`src/rtl/calc_key_engine.sv`:
```
// Calculator key engine: builds hex operands from key strobes, applies the latched
// operator on EXE and holds the result for the display path.
module calc_key_engine #(
    parameter int WIDTH = 16
) (
    input  logic             clk,
    input  logic             rst,
    input  logic             key_valid,
    input  logic [4:0]       key_code,
    output logic [WIDTH-1:0] display,
    output logic [4:0]       cur_op,
    output logic [1:0]       state,
    output logic             result_valid,
    output logic             overflow,
    output logic             key_ignored
);

    localparam int MAX_DIGITS = WIDTH / 4;
    localparam int CW         = $clog2(MAX_DIGITS + 1);
    localparam logic [CW-1:0] MAX_CNT = CW'(MAX_DIGITS);

    localparam logic [4:0] K_ADD  = 5'h10;
    localparam logic [4:0] K_MUL  = 5'h11;
    localparam logic [4:0] K_AND  = 5'h12;
    localparam logic [4:0] K_EXE  = 5'h13;
    localparam logic [4:0] K_SUB  = 5'h14;
    localparam logic [4:0] K_OR   = 5'h15;
    localparam logic [4:0] K_CE   = 5'h16;
    localparam logic [4:0] K_CLR  = 5'h17;
    localparam logic [4:0] OP_NONE = 5'h1F;

    typedef enum logic [1:0] {
        S_A   = 2'd0,
        S_B   = 2'd1,
        S_RES = 2'd2
    } state_t;

    state_t           state_q;
    logic [WIDTH-1:0] opnd_a, opnd_b, result;
    logic [CW-1:0]    cnt_a, cnt_b;

    logic is_digit, is_op, is_invalid, do_clear;
    logic [WIDTH-1:0] digit_ext;

    assign is_digit   = ~key_code[4];
    assign is_invalid = (key_code[4:3] == 2'b11);
    assign is_op      = (key_code == K_ADD) || (key_code == K_MUL) || (key_code == K_AND) ||
                        (key_code == K_SUB) || (key_code == K_OR);
    // CE in the result state behaves exactly like CLR.
    assign do_clear   = (key_code == K_CLR) || (state_q == S_RES && key_code == K_CE);
    assign digit_ext  = {{(WIDTH-4){1'b0}}, key_code[3:0]};

    logic [WIDTH:0]     sum, diff;
    logic [2*WIDTH-1:0] prod;
    logic [WIDTH-1:0]   alu_res;
    logic               alu_ov;

    assign sum  = {1'b0, opnd_a} + {1'b0, opnd_b};
    assign diff = {1'b0, opnd_a} - {1'b0, opnd_b};
    assign prod = {{WIDTH{1'b0}}, opnd_a} * {{WIDTH{1'b0}}, opnd_b};

    // NOTE: every output of a combinational block gets a default first so no latch is inferred.
    always_comb begin
        alu_res = '0;
        alu_ov  = 1'b0;
        case (cur_op)
            K_ADD: begin alu_res = sum[WIDTH-1:0];  alu_ov = sum[WIDTH];  end
            K_SUB: begin alu_res = diff[WIDTH-1:0]; alu_ov = diff[WIDTH]; end
            K_MUL: begin alu_res = prod[WIDTH-1:0]; alu_ov = |prod[2*WIDTH-1:WIDTH]; end
            K_AND: alu_res = opnd_a & opnd_b;
            K_OR:  alu_res = opnd_a | opnd_b;
            default: ;
        endcase
    end

    // NOTE: state registers use non-blocking assignments so every update lands on the same edge.
    always_ff @(posedge clk or posedge rst) begin
        if (rst) begin
            state_q     <= S_A;
            opnd_a      <= '0;
            opnd_b      <= '0;
            result      <= '0;
            cnt_a       <= '0;
            cnt_b       <= '0;
            cur_op      <= OP_NONE;
            overflow    <= 1'b0;
            key_ignored <= 1'b0;
        end else begin
            key_ignored <= 1'b0;
            if (key_valid) begin
                if (is_invalid) begin
                    key_ignored <= 1'b1;
                end else if (do_clear) begin
                    state_q  <= S_A;
                    opnd_a   <= '0;
                    opnd_b   <= '0;
                    result   <= '0;
                    cnt_a    <= '0;
                    cnt_b    <= '0;
                    cur_op   <= OP_NONE;
                    overflow <= 1'b0;
                end else begin
                    case (state_q)
                        S_A: begin
                            if (is_digit) begin
                                if (cnt_a == MAX_CNT) begin
                                    key_ignored <= 1'b1;
                                end else begin
                                    opnd_a <= {opnd_a[WIDTH-5:0], key_code[3:0]};
                                    cnt_a  <= cnt_a + CW'(1);
                                end
                            end else if (is_op) begin
                                cur_op  <= key_code;
                                opnd_b  <= '0;
                                cnt_b   <= '0;
                                state_q <= S_B;
                            end else if (key_code == K_EXE) begin
                                key_ignored <= 1'b1;
                            end else begin
                                opnd_a <= '0;
                                cnt_a  <= '0;
                            end
                        end
                        S_B: begin
                            if (is_digit) begin
                                if (cnt_b == MAX_CNT) begin
                                    key_ignored <= 1'b1;
                                end else begin
                                    opnd_b <= {opnd_b[WIDTH-5:0], key_code[3:0]};
                                    cnt_b  <= cnt_b + CW'(1);
                                end
                            end else if (is_op) begin
                                cur_op <= key_code;
                            end else if (key_code == K_EXE) begin
                                result   <= alu_res;
                                overflow <= alu_ov;
                                state_q  <= S_RES;
                            end else begin
                                opnd_b <= '0;
                                cnt_b  <= '0;
                            end
                        end
                        S_RES: begin
                            if (is_digit) begin
                                opnd_a   <= digit_ext;
                                cnt_a    <= CW'(1);
                                cur_op   <= OP_NONE;
                                overflow <= 1'b0;
                                state_q  <= S_A;
                            end else if (is_op) begin
                                opnd_a   <= result;
                                cnt_a    <= MAX_CNT;
                                cur_op   <= key_code;
                                opnd_b   <= '0;
                                cnt_b    <= '0;
                                overflow <= 1'b0;
                                state_q  <= S_B;
                            end else begin
                                key_ignored <= 1'b1;
                            end
                        end
                        default: state_q <= S_A;
                    endcase
                end
            end
        end
    end

    always_comb begin
        case (state_q)
            S_B:     display = (cnt_b != '0) ? opnd_b : opnd_a;
            S_RES:   display = result;
            default: display = opnd_a;
        endcase
    end

    assign state        = state_q;
    assign result_valid = (state_q == S_RES);

endmodule

```
`config.mk`:
```
export PLATFORM = sky130hd
export DESIGN_NAME = calc_key_engine
export DESIGN_NICKNAME = d
export VERILOG_FILES = /design/src/rtl/calc_key_engine.sv
export SDC_FILE = /design/constraint.sdc
export NUM_CORES = 1
export LEC_CHECK = 0
export CAP_MARGIN = 20
export CORE_AREA = 2 2 122 183
export DETAILED_ROUTE_END_ITERATION = 8
export DIE_AREA = 0 0 124 185
export PLACE_DENSITY = 0.81
export RECOVER_POWER = 100
export SYNTH_ARGS = -nofsm -noshare
export SYNTH_HDL_FRONTEND = slang
export SYNTH_SLANG_ARGS = --single-unit
```
`constraint.sdc`:
```
create_clock -name clk -period 12.3 [get_ports clk]
set_input_delay 2.46 -clock clk [delete_from_list [all_inputs] [get_ports clk]]
set_output_delay 2.46 -clock clk [all_outputs]
set_load 0.03 [all_outputs]
```
==> summary.md <==
| Metric | Value |
|---|---|
| Instance count after placement with tap cells included | `1,885` |
| Number of vias after detailed routing | `12,700` |
| Commonest cells after routing, fill and taps aside | `sky130_fd_sc_hd__inv_1 (253), sky130_fd_sc_hd__nand2_1 (205), sky130_fd_sc_hd__fa_1 (196), sky130_fd_sc_hd__ha_1 (161), sky130_fd_sc_hd__nor2_1 (160)` |
| Final setup TNS | `0 ns` |
| Cell type contributing the most total cell area after synthesis | `sky130_fd_sc_hd__fa_1` |
| Netlist area before placement | `13,800 um2` |
| HPWL after detailed placement | `33,800 um` |
| Initial antenna violation count | `1` |
| Detailed Routing Iterations Pass 1 | `7` |
| Via count of the first global-routing pass | `13,100` |
| Area of the core region | `21,500 um2` |
| Number of rows created at floorplan | `66` |
| Highest-delay cell along the critical path | `sky130_fd_sc_hd__a2111oi_0` |
| RSZ-0062 raised after global routing | `no` |
| Worst path depth | `7` |
| Final hold vios | `0` |
| Height of the die | `185 um` |
| Average footprint of a synthesized cell | `8.33 um2` |
| Global Route Usage Sum | `41.4%` |
| Count of unique library cells instantiated by Yosys | `84` |
| Number of synthesized flops with an enable pin | `0` |
| Area of the die | `22,900 um2` |
| Highest achievable clock rate | `129 MHz` |
| Wirelength per Cell | `23.5 um` |
| Largest net degree at the start of global routing | `64` |
| Max Cap Viol | `3` |
| Worst slack, placed | `5.04 ns` |
| Clock slew seen by the registers of the worst setup and hold paths | `0.06 ns` |
| Post-synthesis net count | `2,022` |
| Routability-driven placement congestion ratio | `1.09` |
| Final Worst Setup Slack | `4.54 ns` |
| Register area share after synthesis | `11.5%` |
| Number of routed nets with antenna violations | `0` |
| Total of fill cells in the finished design | `1,806` |
| FF/Latch Area | `1580 um2` |
| Post-route non-filler standard cell count | `1,903` |
| Fraction of layout cells with a size suffix above 1 | `3.44%` |
| Multi-input combinational cell area | `10,800 um2` |
| Launching element type of the critical path | `input port` |
| Failing checks | `capacitance limit, slew limit` |
| Number of buffers inserted during clock tree synthesis | `9` |
| Port bufs | `33` |
| Status | `finished, violations left` |
| Clk_skew | `0.0123 ns` |
| CP Class | `input port to flip-flop` |
| Worst endpoint data arrival time | `8.03 ns` |
| Worst setup path startpoint | `key_code[4]` |
| Deepest clock path buffer count | `2` |
| Async set-or-reset flop fraction in the synthesized netlist | `100%` |
| Endpoint kind of the worst setup timing path | `flip-flop` |
| # H-tree levels | `3` |
| Yosys top cell area share | `28.4%` |
| Via density | `6.67` |
| Post-CTS Hold Fix Bufs | `0` |
| Detailed-route DRC error count | `0` |
| Worst max-slew margin expressed relative to the limit | `-148%` |
| #FFs+latches synth | `63` |
| Wire length of the first global-routing pass | `70,700 um` |
| Max incr delay on CP | `2.79 ns` |
| Number of warnings printed during yosys synthesis | `0` |
| Share of the cycle needed by the critical path after routing | `63.1%` |
| Worst min path class | `flip-flop to flip-flop` |
| Post-CTS Resized | `0` |
| Overall die width | `124 um` |
| Minimum period implied by the final worst setup slack | `7.76 ns` |
| Depth of the most critical reg-to-reg path | `22` |
| Transition time at the pin with the least slew margin | `3.72 ns` |
| Worst min-delay path startpoint | `result[14]` |
| Detailed Route WL | `44,700 um` |
| Clock root buffer | `sky130_fd_sc_hd__clkbuf_16` |
| Final number of max-transition violations | `89` |
| Number of DRC markers after the initial detailed-route iteration | `1,797` |
| Number of top-level design ports | `34` |
| Count of endpoints failing setup in the final report | `0` |
| WP buf/inv | `2` |
| Layout-stage area growth over the synthesis result | `4.95%` |
| Prevailing post-synth register cell | `sky130_fd_sc_hd__dfrtp_1` |
| Synth Instances | `1,657` |
| Clock latency on the worst-skew pair | `0.35 ns` |
| Initial standard-cell utilization of the core | `64.3%` |
| Worst reg-to-reg setup slack | `4.81 ns` |
| Maximum fanout count along the critical path | `21` |
| Cell-by-cell listing of the critical path | `dlygate4sd3_1 -> nand4_1 -> inv_1 -> a21oi_1 -> or4_1 -> a2111oi_0 -> a32o_1` |
| Critical R2R Launch | `opnd_a[7]` |
| Post-CTS Setup Inserts | `0` |
| Nets@finish | `1,990` |
| Worst Setup EP | `result[13]` |
| Total overflow reported by the global router | `0` |
| CTS tree | `yes` |
| Required time of the critical path | `12.57 ns` |
| Leading cell types by total area after synthesis | `sky130_fd_sc_hd__fa_1 (28%), sky130_fd_sc_hd__ha_1 (15%), sky130_fd_sc_hd__dfrtp_1 (11%)` |
| CTS sink count | `63` |
| Largest delay share family, worst path | `compound AO/OA/AOI/OAI gates` |
| Most common library cell in the layout ignoring fill and taps | `sky130_fd_sc_hd__inv_1` |
| Capture point of the worst reg-to-reg path | `overflow` |
-- area by class of cell --
class	instances	share of cell area [%]
antenna	1	0.0173
clock buffer	10	1.65
inverter	271	7.02
tap	272	2.35
sequential	63	10.9
multi-input combinational	1236	74.8
clock inverter	6	0.484
timing repair buffer	44	2.77
-- sequential cells by signal, indices dropped and copies added (netlist names) --
name         cells
result          16
cnt_a            3
opnd_b          16
cnt_b            3
overflow         1
opnd_a          16
cur_op           5
state            2
key_ignored      1
-- layer usage --
layer / track usage [%] / wire [um]
met5: 0 / 11
met4: 30.7 / 4390
met3: 13.5 / 4870
met2: 65.6 / 21100
met1: 46.0 / 14400
-- cells in the mapped netlist, types with 12 or more instances --
master / count
sky130_fd_sc_hd__a21oi_1: 79
sky130_fd_sc_hd__a221oi_1: 19
sky130_fd_sc_hd__a22o_1: 38
sky130_fd_sc_hd__and3_1: 13
sky130_fd_sc_hd__clkbuf_1: 76
sky130_fd_sc_hd__clkinv_1: 15
sky130_fd_sc_hd__dfrtp_1: 58
sky130_fd_sc_hd__fa_1: 196
sky130_fd_sc_hd__ha_1: 161
sky130_fd_sc_hd__inv_1: 254
sky130_fd_sc_hd__nand2_1: 205
sky130_fd_sc_hd__nand3_1: 31
sky130_fd_sc_hd__nor2_1: 160
sky130_fd_sc_hd__nor3_1: 19
sky130_fd_sc_hd__o21ai_0: 82
sky130_fd_sc_hd__o21bai_1: 12
sky130_fd_sc_hd__o31ai_1: 17
sky130_fd_sc_hd__xnor2_1: 15
-- kinds of logic after synthesis --
kind of cell | synth area share, %
flip-flops | 11.5
multiplexers | 0.290
XOR/XNOR | 1.65
adder cells (fa/ha/maj) | 43.0
buffers and inverters | 10.0
AO/OA/AOI/OAI | 18.3
AND/OR/NAND/NOR | 15.3
-- worst register-to-register path, delay by kind of cell, from the launching register on --
| family | cells | cell delay (ns) |
|---|---|---|
| compound gates | 6 | 1.75 |
| flops | 1 | 0.90 |
| simple gates | 4 | 0.75 |
| buf+inv | 5 | 0.68 |
| fa+ha+maj | 7 | 3.24 |
-- stage by stage --
| step | instance area (um2) | hold WS (ns) | utilization [%] |
|---|---|---|---|
| 3_5_place_dp | 14200 | 0.508 | 66.2 |
| 6_report | 14500 | 0.518 | 67.5 |
| 5_1_grt | 14500 | 0.541 | 67.5 |
| 2_1_floorplan | 13800 | 0.466 | - |
| 4_1_cts | 14500 | 0.519 | 67.6 |
| 3_3_place_gp | 14200 | 0.494 | 66.1 |
-- worst min path at each step --
stage	end	slack, ns	cells past startpoint
after global placement	cnt_a[0]	0.49	2
after CTS	result[3]	0.52	2
after detailed placement	result[14]	0.51	2
after global routing	cnt_a[1]	0.54	2
final	result[14]	0.52	2
after floorplan	result[3]	0.47	2
Power is not shown: default switching activity piles up to over one toggle a cycle in this logic, so the estimate is an artifact.
